===== config.mk =====
export PLATFORM = sky130hd
export DESIGN_NAME = uart_cmd_sender
export DESIGN_NICKNAME = d
export VERILOG_FILES = /design/src/rtl/uart_cmd_pkg.sv /design/src/rtl/uart_frame_tx.sv /design/src/rtl/uart_cmd_sender.sv
export SDC_FILE = /design/constraint.sdc
export NUM_CORES = 1
export LEC_CHECK = 0
export BUFFER_PORTS_ARGS = -buffer_cell sky130_fd_sc_hd__buf_4
export CAP_MARGIN = 20
export CORE_MARGIN = 2
export CORE_UTILIZATION = 52
export CTS_CLUSTER_SIZE = 8
export DETAILED_ROUTE_END_ITERATION = 6
export GPL_ROUTABILITY_DRIVEN = 0
export PLACE_DENSITY_LB_ADDON = 0.3
export SLEW_MARGIN = 0
export SYNTH_ARGS = -nofsm -noshare
export SYNTH_HDL_FRONTEND = slang
export SYNTH_SLANG_ARGS = --single-unit

===== constraint.sdc =====
create_clock -name CLK -period 4.2 [get_ports CLK]
set_input_delay 0.84 -clock CLK [delete_from_list [all_inputs] [get_ports CLK]]
set_output_delay 0.84 -clock CLK [all_outputs]
set_load 0.02 [all_outputs]

===== src/rtl/uart_cmd_pkg.sv =====
// Shared types and constants for the UART command packet sender.
// Optional feature macro used by the importing files: UART_CMD_TWO_STOP_EN.
package uart_cmd_pkg;

    typedef enum logic [1:0] {
        CMD_WR      = 2'd0,
        CMD_RD      = 2'd1,
        CMD_ALU_OPR = 2'd2,
        CMD_ALU_NOP = 2'd3
    } cmd_type_e;

    typedef enum logic [2:0] {
        FS_IDLE,
        FS_GAP,
        FS_START,
        FS_DATA,
        FS_PARITY,
        FS_STOP
    } frame_state_e;

    typedef enum logic {
        PKT_IDLE,
        PKT_SEND
    } pkt_state_e;

    localparam logic [7:0] OPC_WR      = 8'hAA;
    localparam logic [7:0] OPC_RD      = 8'hBB;
    localparam logic [7:0] OPC_ALU_OPR = 8'hCC;
    localparam logic [7:0] OPC_ALU_NOP = 8'hDD;

    localparam logic [1:0] PAR_NONE = 2'b00;
    localparam logic [1:0] PAR_EVEN = 2'b10;
    localparam logic [1:0] PAR_ODD  = 2'b11;

    function automatic logic [2:0] frame_count(input cmd_type_e cmd);
        case (cmd)
            CMD_WR:      return 3'd3;
            CMD_RD:      return 3'd2;
            CMD_ALU_OPR: return 3'd4;
            default:     return 3'd2;
        endcase
    endfunction

    function automatic logic [7:0] cmd_opcode(input cmd_type_e cmd);
        case (cmd)
            CMD_WR:      return OPC_WR;
            CMD_RD:      return OPC_RD;
            CMD_ALU_OPR: return OPC_ALU_OPR;
            default:     return OPC_ALU_NOP;
        endcase
    endfunction

endpackage


===== src/rtl/uart_frame_tx.sv =====
// One-frame UART serializer: idle gap, start, LSB-first data, optional parity, stop.
// UART_CMD_TWO_STOP_EN adds a latched stop2 input selecting two stop bit times.
module uart_frame_tx
    import uart_cmd_pkg::*;
#(
    parameter int DATA_WIDTH     = 8,
    parameter int PRESCALE_WIDTH = 6,
    parameter int IDLE_GAP_BITS  = 1
) (
    input  logic                      clk,
    input  logic                      rst,
    input  logic                      start,
    input  logic [DATA_WIDTH-1:0]     data,
    input  logic                      par_en,
    input  logic                      par_odd,
    input  logic [PRESCALE_WIDTH-1:0] prescale,
`ifdef UART_CMD_TWO_STOP_EN
    input  logic                      stop2,
`endif
    input  logic                      last,
    output logic                      tx,
    output logic                      done,
    output logic                      last_done
);

    localparam int IDX_W = ($clog2(DATA_WIDTH) > 3) ? $clog2(DATA_WIDTH) : 3;
    localparam frame_state_e FIRST_STATE = (IDLE_GAP_BITS > 0) ? FS_GAP : FS_START;

    frame_state_e              state, nxt_state;
    logic [PRESCALE_WIDTH-1:0] tmr, nxt_tmr, reload_q, reload_in;
    logic [IDX_W-1:0]          idx, nxt_idx, stop_last;
    logic [DATA_WIDTH-1:0]     data_q;
    logic                      par_en_q, par_bit_q, last_q;
    logic                      load, bit_end, tx_nxt, done_nxt;

`ifdef UART_CMD_TWO_STOP_EN
    logic stop2_q;
    assign stop_last = stop2_q ? IDX_W'(1) : '0;
`else
    assign stop_last = '0;
`endif

    // Bit timer counts down from P-1, so a zero prescale collapses to one cycle per bit.
    assign reload_in = (prescale == '0) ? '0 : prescale - PRESCALE_WIDTH'(1);
    assign bit_end   = (tmr == '0);

    always_comb begin
        nxt_state = state;
        nxt_tmr   = tmr;
        nxt_idx   = idx;
        load      = 1'b0;
        case (state)
            FS_IDLE: begin
                if (start) begin
                    load      = 1'b1;
                    nxt_state = FIRST_STATE;
                    nxt_tmr   = reload_in;
                    nxt_idx   = '0;
                end
            end
            default: begin
                if (!bit_end) begin
                    nxt_tmr = tmr - PRESCALE_WIDTH'(1);
                end else begin
                    nxt_tmr = reload_q;
                    nxt_idx = '0;
                    case (state)
                        FS_GAP: begin
                            if (idx == IDX_W'(IDLE_GAP_BITS - 1)) nxt_state = FS_START;
                            else nxt_idx = idx + IDX_W'(1);
                        end
                        FS_START: nxt_state = FS_DATA;
                        FS_DATA: begin
                            if (idx == IDX_W'(DATA_WIDTH - 1)) nxt_state = par_en_q ? FS_PARITY : FS_STOP;
                            else nxt_idx = idx + IDX_W'(1);
                        end
                        FS_PARITY: nxt_state = FS_STOP;
                        FS_STOP: begin
                            if (idx != stop_last) begin
                                nxt_idx = idx + IDX_W'(1);
                            end else if (start) begin
                                // Chain straight into the next frame with no idle cycle.
                                load      = 1'b1;
                                nxt_state = FIRST_STATE;
                                nxt_tmr   = reload_in;
                            end else begin
                                nxt_state = FS_IDLE;
                            end
                        end
                        default: nxt_state = FS_IDLE;
                    endcase
                end
            end
        endcase
    end

    always_comb begin
        tx_nxt = 1'b1;
        case (nxt_state)
            FS_START:  tx_nxt = 1'b0;
            FS_DATA:   tx_nxt = data_q[nxt_idx];
            FS_PARITY: tx_nxt = par_bit_q;
            default:   tx_nxt = 1'b1;
        endcase
        done_nxt = (nxt_state == FS_STOP) && (nxt_idx == stop_last) && (nxt_tmr == '0);
    end

    always_ff @(posedge clk) begin
        if (rst) begin
            state     <= FS_IDLE;
            tmr       <= '0;
            idx       <= '0;
            reload_q  <= '0;
            data_q    <= '0;
            par_en_q  <= 1'b0;
            par_bit_q <= 1'b0;
            last_q    <= 1'b0;
`ifdef UART_CMD_TWO_STOP_EN
            stop2_q   <= 1'b0;
`endif
            tx        <= 1'b1;
            done      <= 1'b0;
            last_done <= 1'b0;
        end else begin
            state     <= nxt_state;
            tmr       <= nxt_tmr;
            idx       <= nxt_idx;
            tx        <= tx_nxt;
            done      <= done_nxt;
            last_done <= done_nxt && last_q;
            if (load) begin
                data_q    <= data;
                par_en_q  <= par_en;
                par_bit_q <= (^data) ^ par_odd;
                reload_q  <= reload_in;
                last_q    <= last;
`ifdef UART_CMD_TWO_STOP_EN
                stop2_q   <= stop2;
`endif
            end
        end
    end

endmodule


===== src/rtl/uart_cmd_sender.sv =====
// Host-side UART command packet generator: packet FSM, field mux and frame counter.
// UART_CMD_TWO_STOP_EN adds the STOP2 input (two stop bit times per frame).
module uart_cmd_sender
    import uart_cmd_pkg::*;
#(
    parameter int DATA_WIDTH     = 8,
    parameter int PRESCALE_WIDTH = 6,
    parameter int IDLE_GAP_BITS  = 1
) (
    input  logic                      CLK,
    input  logic                      RST,
    input  logic                      CMD_VALID,
    output logic                      CMD_READY,
    input  logic [1:0]                CMD_TYPE,
    input  logic [DATA_WIDTH-1:0]     ADDR,
    input  logic [DATA_WIDTH-1:0]     WDATA,
    input  logic [DATA_WIDTH-1:0]     OP_A,
    input  logic [DATA_WIDTH-1:0]     OP_B,
    input  logic [DATA_WIDTH-1:0]     FUNC,
    input  logic [1:0]                PAR_CFG,
    input  logic [PRESCALE_WIDTH-1:0] PRESCALE,
`ifdef UART_CMD_TWO_STOP_EN
    input  logic                      STOP2,
`endif
    output logic                      TX_OUT,
    output logic                      BUSY,
    output logic                      FRAME_DONE,
    output logic                      PKT_DONE
);

    pkt_state_e                state;
    cmd_type_e                 cmd_q, cmd_sel;
    logic [1:0]                frm_cnt, next_idx;
    logic [DATA_WIDTH-1:0]     addr_q, wdata_q, opa_q, opb_q, func_q, payload;
    logic [1:0]                par_cfg_q, par_sel;
    logic [PRESCALE_WIDTH-1:0] prescale_q, prescale_sel;
    logic                      accept, ftx_start, ftx_last;
    logic                      frame_done, last_done;

    assign accept    = CMD_VALID && (state == PKT_IDLE);
    assign BUSY      = (state == PKT_SEND);
    assign CMD_READY = (state == PKT_IDLE);

    // The first frame starts on the accept cycle, before the latches are loaded,
    // so frame configuration comes straight from the inputs while idle.
    assign cmd_sel      = accept ? cmd_type_e'(CMD_TYPE) : cmd_q;
    assign par_sel      = accept ? PAR_CFG : par_cfg_q;
    assign prescale_sel = accept ? PRESCALE : prescale_q;
    assign next_idx     = accept ? 2'd0 : frm_cnt + 2'd1;
    assign ftx_start    = accept || (BUSY && frame_done && !last_done);
    assign ftx_last     = ({1'b0, next_idx} == (frame_count(cmd_sel) - 3'd1));

    always_comb begin
        payload = '0;
        if (accept) begin
            payload = DATA_WIDTH'(cmd_opcode(cmd_sel));
        end else begin
            case (cmd_q)
                CMD_WR:      payload = (next_idx == 2'd1) ? addr_q : wdata_q;
                CMD_RD:      payload = addr_q;
                CMD_ALU_OPR: begin
                    case (next_idx)
                        2'd1:    payload = opa_q;
                        2'd2:    payload = opb_q;
                        default: payload = func_q;
                    endcase
                end
                default:     payload = func_q;
            endcase
        end
    end

`ifdef UART_CMD_TWO_STOP_EN
    logic stop2_q, stop2_sel;
    assign stop2_sel = accept ? STOP2 : stop2_q;
`endif

    uart_frame_tx #(
        .DATA_WIDTH    (DATA_WIDTH),
        .PRESCALE_WIDTH(PRESCALE_WIDTH),
        .IDLE_GAP_BITS (IDLE_GAP_BITS)
    ) u_frame_tx (
        .clk      (CLK),
        .rst      (RST),
        .start    (ftx_start),
        .data     (payload),
        .par_en   ((par_sel == PAR_EVEN) || (par_sel == PAR_ODD)),
        .par_odd  (par_sel == PAR_ODD),
        .prescale (prescale_sel),
`ifdef UART_CMD_TWO_STOP_EN
        .stop2    (stop2_sel),
`endif
        .last     (ftx_last),
        .tx       (TX_OUT),
        .done     (frame_done),
        .last_done(last_done)
    );

    assign FRAME_DONE = frame_done;
    assign PKT_DONE   = last_done;

    always_ff @(posedge CLK) begin
        if (RST) begin
            state      <= PKT_IDLE;
            frm_cnt    <= '0;
            cmd_q      <= CMD_WR;
            addr_q     <= '0;
            wdata_q    <= '0;
            opa_q      <= '0;
            opb_q      <= '0;
            func_q     <= '0;
            par_cfg_q  <= PAR_NONE;
            prescale_q <= '0;
`ifdef UART_CMD_TWO_STOP_EN
            stop2_q    <= 1'b0;
`endif
        end else begin
            case (state)
                PKT_IDLE: begin
                    if (CMD_VALID) begin
                        state      <= PKT_SEND;
                        frm_cnt    <= '0;
                        cmd_q      <= cmd_type_e'(CMD_TYPE);
                        addr_q     <= ADDR;
                        wdata_q    <= WDATA;
                        opa_q      <= OP_A;
                        opb_q      <= OP_B;
                        func_q     <= FUNC;
                        par_cfg_q  <= PAR_CFG;
                        prescale_q <= PRESCALE;
`ifdef UART_CMD_TWO_STOP_EN
                        stop2_q    <= STOP2;
`endif
                    end
                end
                default: begin
                    if (last_done) state <= PKT_IDLE;
                    else if (frame_done) frm_cnt <= frm_cnt + 2'd1;
                end
            endcase
        end
    end

endmodule


==> key figures <==
Floorplan
  • Floorplan row count: 33
  • Core Region: between 8000 and 9000 µm²
  • Die W: between 90 and 100 µm
  • Die area: about 9300 µm²
  • Io pins: 58
  • Die height: between 90 and 100 µm
  • Starting Density: roughly 54%

Route
  • Drt pass-1 iters: 5
  • Highest routed metal layer: met4
  • Met1 Routed Length: around 4600 µm
  • DRC violations left: 0
  • Drt via density: between 5 and 6
  • Routed wl met2: between 4000 and 5000 µm
  • Final WL: between 10000 and 15000 µm
  • Initial DRC count: between 200 and 250
  • Post-route ant nets: 0
  • Vias: 4035
  • DR WL/cell: between 15 and 20 µm
  • DR WL met3: approximately 690 µm

Min path
  • Worst hold start: addr_q[4]$_SDFFE_PP0N_
  • Worst Hold End: addr_q[4]$_SDFFE_PP0N_
  • HP Class: register to register
  • Hold depth: 2

Clock network
  • H-tree levels: 3
  • CTS Buf Count: 9
  • Post-CTS Setup Inserts: 0
  • CTS Buffer Depth: 2
  • PostCTS Resize Cnt: 0
  • Clk_lat worst skew: 350 ps
  • CTS tree: yes
  • Hold buffer count at CTS: 0
  • CTS root buffer: clkbuf_8
  • Sink Count: 85
  • CTS clock-pin slew for the worst setup and hold paths: ~80 ps

Critical path
  • Reg2Reg Launch Point: BUSY$_SDFF_PP0_
  • CP required: between 4000 and 5000 ps
  • Flop2flop setup slack: roughly 1000 ps
  • Top cell by count, worst path: xnor2_1
  • R2R depth: 10
  • Crit-path max FO: 11
  • CP max stage cell: xnor3_1
  • CP endpoint kind: register
  • CP bufs+invs: 2
  • CP Class: primary input to register
  • Crit path max-delay family: XOR/XNOR gates
  • RR Endpoint: u_frame_tx.par_bit_q$_SDFFE_PP0P_
  • Slowest Stage Delay on Critical Path: ~420 ps
  • CP startpoint kind: primary input
  • WP data arrival: about 3400 ps
  • Crit path cell chain: buf_4 > nand2b_2 > nand2b_1 > inv_1 > ha_1 > nor2_4 > mux2i_1 > o221ai_1 > xnor2_1 > xnor2_1 > xnor3_1 > a211oi_2

Synth
  • Mapped Area: between 4000 and 5000 µm²
  • Synthesis Warnings: 0
  • Area contributors post-synth: dfxtp_1 38%, nand2_1 9.5%, a21oi_1 7.5%, nor2_1 4.1%, mux2i_1 3.2%
  • Post-synth ARST share: 0%
  • Sequential fraction of the synthesis area: 38.26%
  • Avg Inst Size Synth: ~8 µm²
  • Synth Net Count: ~610
  • Synthesized flop and latch total: between 80 and 90
  • Yosys top cell area share: between 30% and 40%
  • Top-count cell post-synth: nand2_1
  • Post-synth EDFFs: 0
  • Synth Flop Type: dfxtp_1
  • Post-Synthesis Cells: between 500 and 600
  • Post-synth top cells: 112 x nand2_1, 85 x dfxtp_1, 67 x a21oi_1
  • Netlist cell types: 72
  • Area leader, netlist: dfxtp_1

Global route
  • Vias in the first global route: 3644
  • Largest net degree at the start of global routing: 85
  • Total global-route track usage: 23.28%
  • Global-route wire length before repair: ~17000 µm
  • Initial antenna violation count: 0
  • Grt total ovfl: 0

Timing
  • Worst-margin pin slew: roughly 850 ps
  • Tcrit/Tclk final: 75.37%
  • Final Skew: about 6.3 ps
  • Final WS setup: 1035 ps
  • Period minus WS final: 3165 ps
  • Hold slack: 456.8 ps
  • Setup TNS: 0 ps
  • Fmax: around 0.32 GHz
  • RSZ-0062 raised after global routing: no
  • Final setup fails: 0
  • Final Max Tran Viols: 0
  • Rel. slew slack: between 40% and 50%
  • Hold Violations, Final: 0

Pwr
  • Peak supply drop: 0.2147 mV
  • Cell Pwr Density: 472.9 nW/µm²
  • Leakage dissipation: 0.001990 µW

Layout
  • # nets final: between 600 and 700
  • Share of layout cells above drive strength 1: 17.15%
  • Number of diodes: 0
  • # fillers: 737
  • Synth-to-layout area growth: 13.47%

Place
  • Post-DP HPWL: between 7000 and 8000 µm
  • Pre-CTS setup slack: between 600 and 700 ps
  • Port bufs: 57

Job
  • Max-cap violations: 0

Status
  • Outcome: complete, no violations
==> sequential cells by signal, summed over array words and instances (netlist names), 2 cells and up <==
| register | cells |
|---|---|
| addr_q | 8 |
| cmd_q | 2 |
| frm_cnt | 2 |
| func_q | 8 |
| opa_q | 8 |
| opb_q | 8 |
| par_cfg_q | 2 |
| prescale_q | 6 |
| u_frame_tx.data_q | 8 |
| u_frame_tx.idx | 3 |
| u_frame_tx.reload_q | 6 |
| u_frame_tx.state | 3 |
| u_frame_tx.tmr | 6 |
| wdata_q | 8 |
==> kinds of logic (layout without fill, tap and decap cells) <==
kind of cell             Yosys count  count (layout)  share of synthesized area, %
multiplexers                      24              24                         6.357
flip-flops                        85              85                         38.26
AO/OA/AOI/OAI                    154             154                         23.55
XOR/XNOR                          12              12                         2.672
AND/OR/NAND/NOR                  224             224                         23.21
adder cells (fa/ha/maj)            6               6                         1.688
buffers and inverters             44              84                         4.275
==> worst max path at each step <==
stage | slack [ps] | to | cells past startpoint | startpoint
floorplan | 220 | u_frame_tx.par_bit_q$_SDFFE_PP0P_ | 15 | CMD_VALID
global route | 820 | u_frame_tx.par_bit_q$_SDFFE_PP0P_ | 10 | BUSY$_SDFF_PP0_
detailed placement | 660 | u_frame_tx.par_bit_q$_SDFFE_PP0P_ | 12 | CMD_VALID
CTS | 1010 | u_frame_tx.par_bit_q$_SDFFE_PP0P_ | 10 | BUSY$_SDFF_PP0_
finish | 1030 | u_frame_tx.par_bit_q$_SDFFE_PP0P_ | 12 | CMD_VALID
global placement | 760 | u_frame_tx.par_bit_q$_SDFFE_PP0P_ | 12 | CMD_VALID
==> worst min-delay path: stages (launching register included) <==
cell and delay, ps:
dfxtp_1 310, nand2_1 50, a21oi_1 50
==> stage by stage <==
stage / area (µm²) / total power, µW / utilization, % / std cells
after floorplan: 4448 / 1666 / - / 549
after global placement: 4872 / 1857 / 59.00 / 677
after detailed placement: 4872 / 1869 / 59.00 / 677
after CTS: 5040 / 2373 / 61.03 / 693
after global routing: 5047 / 2530 / 61.12 / 694
final: 5047 / 2387 / 61.12 / 694
==> power by group <==
group / switching [µW] / internal (µW) / leakage (µW)
registers: 105 / 907 / 0.000697
clock network: 293 / 214 / 0.0000860
logic: 507 / 360 / 0.00121
total: 906 / 1480 / 0.00199
==> cells in the final DEF (no fill, tap or decap), types with 6 or more instances in the layout <==
cell type	count
nand2b_1	9
dfxtp_1	85
a211oi_1	12
o21ai_0	13
clkbuf_8	9
inv_1	8
nand2_1	112
ha_1	6
a21oi_1	67
nor2_1	49
xnor2_1	8
mux2i_1	14
nor3_1	12
buf_4	59
nor2b_1	8
==> cell type report <==
type	instances	area [µm²]	area share (%)
Multi-Input combinational cell	420	2566	50.84
Sequential cell	85	1702	33.71
Timing Repair Buffer	60	450.4	8.924
Tap cell	105	131.4	2.603
Clock buffer	10	127.6	2.529
Clock inverter	6	40.04	0.7933
Inverter	8	30.03	0.5949
==> per-layer routing <==
layer | track usage, % | vias to the layer above
li1 | - | 2016
met1 | 31.44 | 1826
met2 | 37.56 | 167
met3 | 3.957 | 26
met4 | 8.451 | 0
met5 | 0 | -
Note: power is estimated with default switching activity, not from simulation.
